### src/rtl/mem_access_unit_if.sv
// rtl/mem_access_unit_if.sv - req/ack bus between the MEM stage and data memory / IO space.
interface mem_access_unit_if;
  logic        bus_req;
  logic        bus_we;
  logic        bus_io;
  logic [31:0] bus_addr;
  logic [31:0] bus_wdata;
  logic        bus_ack;
  logic [31:0] bus_rdata;

  modport master (
    output bus_req,
    output bus_we,
    output bus_io,
    output bus_addr,
    output bus_wdata,
    input  bus_ack,
    input  bus_rdata
  );

  modport slave (
    input  bus_req,
    input  bus_we,
    input  bus_io,
    input  bus_addr,
    input  bus_wdata,
    output bus_ack,
    output bus_rdata
  );
endinterface

### src/rtl/mem_access_unit.sv
// rtl/mem_access_unit.sv - MEM stage: one bus transaction per load/store with stall and timeout,
// plus branch/jump/jalr resolution producing the PC redirect and upstream Flush.
module mem_access_unit #(
  parameter int unsigned TIMEOUT  = 16,
  parameter logic [31:0] ERR_DATA = 32'h0000_0000
) (
  input  logic               clk,
  input  logic               rstn,
  input  logic               mem_valid,
  input  logic               MEM_MemRead,
  input  logic               MEM_MemWrite,
  input  logic               MEM_ioRead,
  input  logic               MEM_ioWrite,
  input  logic               MEM_Branch,
  input  logic               MEM_zero,
  input  logic               MEM_Jump,
  input  logic               MEM_Jalr,
  input  logic [31:0]        MEM_ALUResult,
  input  logic [31:0]        MEM_rs2_v,
  input  logic [31:0]        MEM_addr_in,
  input  logic [31:0]        MEM_imm32,
  mem_access_unit_if.master  bus,
  output logic               stall,
  output logic               load_valid,
  output logic [31:0]        load_data,
  output logic               pc_redirect,
  output logic [31:0]        pc_target,
  output logic               Flush,
  output logic               err
);

  typedef enum logic [1:0] {
    S_IDLE = 2'd0,
    S_WAIT = 2'd1,
    S_DONE = 2'd2
  } state_t;

  localparam logic [7:0] CNT_LAST = 8'(TIMEOUT - 1);

  state_t      state_q;
  logic [7:0]  cnt_q;
  logic        req_q;
  logic        we_q;
  logic        io_q;
  logic [31:0] addr_q;
  logic [31:0] wdata_q;
  logic        lv_q;
  logic [31:0] ld_q;
  logic        err_q;

  logic        acc;
  logic        acc_we;
  logic        acc_io;
  logic        in_idle;
  logic        taken;

  assign acc     = mem_valid & (MEM_MemRead | MEM_MemWrite | MEM_ioRead | MEM_ioWrite);
  assign acc_we  = MEM_MemWrite | MEM_ioWrite;
  assign acc_io  = MEM_ioRead | MEM_ioWrite;
  assign in_idle = (state_q == S_IDLE);

  always_ff @(posedge clk) begin
    if (!rstn) begin
      state_q <= S_IDLE;
      cnt_q   <= 8'd0;
      req_q   <= 1'b0;
      we_q    <= 1'b0;
      io_q    <= 1'b0;
      addr_q  <= 32'd0;
      wdata_q <= 32'd0;
      lv_q    <= 1'b0;
      ld_q    <= 32'd0;
      err_q   <= 1'b0;
    end else begin
      lv_q <= 1'b0;
      case (state_q)
        S_IDLE: begin
          if (acc) begin
            addr_q  <= MEM_ALUResult;
            wdata_q <= MEM_rs2_v;
            we_q    <= acc_we;
            io_q    <= acc_io;
            req_q   <= 1'b1;
            cnt_q   <= 8'd0;
            state_q <= S_WAIT;
          end
        end
        S_WAIT: begin
          if (bus.bus_ack) begin
            req_q   <= 1'b0;
            lv_q    <= 1'b1;
            state_q <= S_DONE;
            if (!we_q) ld_q <= bus.bus_rdata;
          end else if (cnt_q == CNT_LAST) begin
            // Abort: the stage still completes so the pipeline cannot deadlock.
            req_q   <= 1'b0;
            lv_q    <= 1'b1;
            err_q   <= 1'b1;
            state_q <= S_DONE;
            if (!we_q) ld_q <= ERR_DATA;
          end else begin
            cnt_q <= cnt_q + 8'd1;
          end
        end
        S_DONE:  state_q <= S_IDLE;
        default: state_q <= S_IDLE;
      endcase
    end
  end

  assign stall = in_idle ? acc : (state_q == S_WAIT);

  assign bus.bus_req   = req_q;
  assign bus.bus_we    = we_q;
  assign bus.bus_io    = io_q;
  assign bus.bus_addr  = addr_q;
  assign bus.bus_wdata = wdata_q;

  assign load_valid = lv_q;
  assign load_data  = ld_q;
  assign err        = err_q;

  // Control flow only resolves on the first MEM cycle, so a stalled access never re-flushes.
  assign taken       = in_idle & mem_valid & (MEM_Jump | (MEM_Branch & MEM_zero));
  assign pc_redirect = taken;
  assign Flush       = taken;
  assign pc_target   = (taken & MEM_Jalr) ? {MEM_ALUResult[31:1], 1'b0}
                                          : (MEM_addr_in + MEM_imm32);

endmodule

### src/flat_wrapper.sv
// flat-port wrapper written by rule: the top's interface ports become plain ports
module mem_access_unit_flat 
#(
  parameter int unsigned TIMEOUT  = 16,
  parameter logic [31:0] ERR_DATA = 32'h0000_0000
)
  (clk, rstn, mem_valid, MEM_MemRead, MEM_MemWrite, MEM_ioRead, MEM_ioWrite, MEM_Branch, MEM_zero, MEM_Jump, MEM_Jalr, MEM_ALUResult, MEM_rs2_v, MEM_addr_in, MEM_imm32, stall, load_valid, load_data, pc_redirect, pc_target, Flush, err, bus_bus_req, bus_bus_we, bus_bus_io, bus_bus_addr, bus_bus_wdata, bus_bus_ack, bus_bus_rdata);
  mem_access_unit_if bus_i ();
  input  logic clk;
  input  logic rstn;
  input  logic mem_valid;
  input  logic MEM_MemRead;
  input  logic MEM_MemWrite;
  input  logic MEM_ioRead;
  input  logic MEM_ioWrite;
  input  logic MEM_Branch;
  input  logic MEM_zero;
  input  logic MEM_Jump;
  input  logic MEM_Jalr;
  input  logic [31:0] MEM_ALUResult;
  input  logic [31:0] MEM_rs2_v;
  input  logic [31:0] MEM_addr_in;
  input  logic [31:0] MEM_imm32;
  output logic stall;
  output logic load_valid;
  output logic [31:0] load_data;
  output logic pc_redirect;
  output logic [31:0] pc_target;
  output logic Flush;
  output logic err;
  output wire logic [$bits(bus_i.bus_req)-1:0] bus_bus_req;
  output wire logic [$bits(bus_i.bus_we)-1:0] bus_bus_we;
  output wire logic [$bits(bus_i.bus_io)-1:0] bus_bus_io;
  output wire logic [$bits(bus_i.bus_addr)-1:0] bus_bus_addr;
  output wire logic [$bits(bus_i.bus_wdata)-1:0] bus_bus_wdata;
  input wire logic [$bits(bus_i.bus_ack)-1:0] bus_bus_ack;
  input wire logic [$bits(bus_i.bus_rdata)-1:0] bus_bus_rdata;
  assign bus_bus_req = bus_i.bus_req;
  assign bus_bus_we = bus_i.bus_we;
  assign bus_bus_io = bus_i.bus_io;
  assign bus_bus_addr = bus_i.bus_addr;
  assign bus_bus_wdata = bus_i.bus_wdata;
  assign bus_i.bus_ack = bus_bus_ack;
  assign bus_i.bus_rdata = bus_bus_rdata;
  mem_access_unit #(.TIMEOUT(TIMEOUT), .ERR_DATA(ERR_DATA)) u_core (.clk(clk), .rstn(rstn), .mem_valid(mem_valid), .MEM_MemRead(MEM_MemRead), .MEM_MemWrite(MEM_MemWrite), .MEM_ioRead(MEM_ioRead), .MEM_ioWrite(MEM_ioWrite), .MEM_Branch(MEM_Branch), .MEM_zero(MEM_zero), .MEM_Jump(MEM_Jump), .MEM_Jalr(MEM_Jalr), .MEM_ALUResult(MEM_ALUResult), .MEM_rs2_v(MEM_rs2_v), .MEM_addr_in(MEM_addr_in), .MEM_imm32(MEM_imm32), .bus(bus_i), .stall(stall), .load_valid(load_valid), .load_data(load_data), .pc_redirect(pc_redirect), .pc_target(pc_target), .Flush(Flush), .err(err));
endmodule
### config.mk
export PLATFORM = sky130hd
export DESIGN_NAME = mem_access_unit_flat
export DESIGN_NICKNAME = d
export VERILOG_FILES = /design/src/rtl/mem_access_unit_if.sv /design/src/rtl/mem_access_unit.sv /design/src/flat_wrapper.sv
export SDC_FILE = /design/constraint.sdc
export NUM_CORES = 1
export LEC_CHECK = 0
export ABC_AREA = 1
export CORE_ASPECT_RATIO = 1.2
export CORE_MARGIN = 2
export CORE_UTILIZATION = 43
export CTS_CLUSTER_SIZE = 25
export DETAILED_ROUTE_END_ITERATION = 6
export PLACE_DENSITY_LB_ADDON = 0.25
export SYNTH_ARGS = -nofsm -noshare
export SYNTH_HDL_FRONTEND = slang
export SYNTH_SLANG_ARGS = --single-unit
### constraint.sdc
create_clock -name clk -period 4.8 [get_ports clk]
set_clock_uncertainty 0.05 [all_clocks]
set_input_delay 1.44 -clock clk [delete_from_list [all_inputs] [get_ports clk]]
set_output_delay 1.44 -clock clk [all_outputs]
set_load 0.1 [all_outputs]
==> metrics.txt <==
crit path capture type primary output; Leak 5.50 nW; commonest non-fill, non-tap cell in the layout nand2_1; worst rel slew slack 0.290; #FFs+latches synth 111; DR vias 8243; share of cells above drive strength 1 0.200; status finished, final reports clean; worst vdd ir 0.188 mV; WS Path Type input pin to primary output; Worst-path clk slew 0.07 ns; global-route wire length before repair 39200 um; Initial Util 0.438; most frequent cells in the layout 269 x nand2_1, 218 x clkdlybuf4s50_1, 159 x nor2_1; Ys Warns 0; WL final 25200 um; reg-to-reg critical path endpoint u_core.load_data[21]$_SDFFE_PN0P_; Hold WS 0.411 ns; worst r2r path cells 8; Final ANT Viol Nets 0; met3 Resource Use GR 0.0481; CP Launch Type input pin; starting DRC count in detailed routing 523; wire per inst 15.3 um; DR vias/cell 4.99; met2 Use GR 0.520; Tcrit/Tclk final 0.986; syn avg cell area 6.15 sq um; port bufs 307; global route overflow 0; Die X-Extent 119 um; reg2reg setup slack 2.61 ns; Filler cells 1186; row count 50; Yosys cell types 29; Pwr Density 323 nW/um^2; root buffer cell clkbuf_16; post-synthesis sequential area ratio 0.326; Worst Hold End u_core.bus.bus_req$_SDFFE_PN0P_; DRC 0; CP max FO 4; die height 142 um; vias in the first global route 8003; HPWL Detailed 19200 um; Fin. Hold Viols 0; met1 GRT Util 0.333; unrepaired setup endpoints after global routing yes; fin. max-slew vios 0; post-synthesis cell count 1108; f_max 211 MHz; core region area 15600 sq um; final setup TNS 0 ns; Sink Count 111; htree depth 3; CTS Buffer Depth 2; Max Cap Violations 0; largest net degree at the start of global routing 69; Hold Buf Count CTS 0; area of the die 16900 sq um; Global Route Usage Sum 0.287; busiest grt layer met2; data required time of the worst path 3.31 ns; EDFF count, synth 0; GPL Wtd Cong 0.923; Post-synth ARST share 0; post-route minimum period 4.73 ns; clock latency on the worst-skew pair 0.34 ns; min-delay src u_core.bus.bus_req$_SDFFE_PN0P_; Cell Area, Synth 6820 sq um; antenna violations before repair 0; Final Cell Area 11900 sq um; Total Nets Final 1643; Worst Tran Pin Value 1.06 ns; Critical Path AT 3.24 ns; reg2reg start u_core.cnt_q[1]$_SDFFE_PN0P_; dpl cell area 10800 sq um; Post-synth top flop dfxtp_1; Post-Syn Nets 1313; clock buffer count from CTS 9; CTS tree done; final setup violation count 0; I/O Pins 308; HP Class flip-flop to flip-flop; DR pass1 iterations 5; depth of the worst hold-timing path 2; P&R area growth vs syn 75.2%; ANT cells 0
## critical path, stage by stage
cell	delay [ns]
clkdlybuf4s50_1	0.45
ha_4	0.34
nand2_4	0.08
nor2_4	0.10
inv_1	0.08
nor3_2	0.20
nand2_2	0.09
nand3_2	0.10
nand3_2	0.10
nand2_2	0.10
buf_12	0.17
## state kept, by name, indices dropped and copies added (netlist names)
signal / cells
u_core.bus.bus_io: 1
u_core.bus.bus_addr: 32
u_core.cnt_q: 8
u_core.bus.bus_wdata: 32
u_core.err: 1
u_core.bus.bus_req: 1
u_core.load_data: 32
u_core.bus.bus_we: 1
u_core.state_q: 2
u_core.load_valid: 1
## worst max-delay path by stage
stage / startpoint / to / slack (ns) / cells past startpoint
after floorplan: MEM_addr_in[0] / pc_target[12] / -0.17 / 8
after global placement: MEM_addr_in[0] / pc_target[14] / -0.33 / 11
after detailed placement: MEM_addr_in[0] / pc_target[20] / -0.39 / 13
after CTS: MEM_addr_in[19] / pc_target[24] / -0.002 / 11
after global routing: MEM_addr_in[25] / pc_target[27] / -0.03 / 11
final: MEM_addr_in[25] / pc_target[27] / 0.07 / 11
## layout make-up
class | instances | area (sq um) | area share
multi-input combinational | 829 | 4810 | 0.402
timing repair buffer | 360 | 3850 | 0.322
sequential | 111 | 2220 | 0.186
inverter | 127 | 479 | 0.0401
tap | 208 | 260 | 0.0218
clock buffer | 11 | 243 | 0.0203
clock inverter | 5 | 86.3 | 0.00723
## what timing repair did
item                       in CTS  in global routing
cloned                          0                  0
setup endpoints to repair      28                 22
buffers inserted                2                  3
pin swaps                      18                 34
gates resized for setup       115                103
## synthesized netlist by cell type, types with 2 or more instances
library cell	instances	area share
o21ai_1	6	0.0044
nor3_1	6	0.0044
clkbuf_1	28	0.015
nand3b_1	36	0.040
ha_1	32	0.059
or2_2	9	0.0083
inv_2	2	0.0011
inv_1	125	0.069
buf_2	9	0.0066
nand2_2	5	0.0046
nand4_1	5	0.0046
dfxtp_1	111	0.33
nand3_1	56	0.041
a21oi_1	65	0.048
o21ai_0	72	0.053
nand2_1	338	0.19
o21bai_1	3	0.0033
xnor2_1	5	0.0064
nor2_1	183	0.10
buf_6	3	0.0050
## power breakdown
group / switching, mW / internal [mW]
registers: 0.0310 / 0.980
logic: 1.35 / 0.680
clock network: 0.336 / 0.478
## per-stage QoR
step	total power [mW]	instances	utilization	setup slack [ns]
after floorplan	2.26	1108	-	-0.167
after global placement	2.92	1630	0.691	-0.328
after detailed placement	2.94	1630	0.691	-0.394
after CTS	3.81	1648	0.743	-0.00165
after global routing	4.01	1651	0.767	-0.0336
final	3.86	1651	0.767	0.0676
## logic make-up after synthesis
group,count (synthesis),synth area share
AOI/OAI and AO/OA,148,0.110
xor gates and xnor gates,5,0.00642
adders and majority gates,33,0.0617
buffers and inverters,168,0.0980
DFF,111,0.326
and+or+nand+nor,643,0.398
## per-layer routing
metal  part of all wire  up-vias
met5                  0        -
met4              0.042        0
met3              0.052       64
met2               0.50      301
met1               0.41     3736
li1                   -     4142
(Power assumes the default switching activity.)
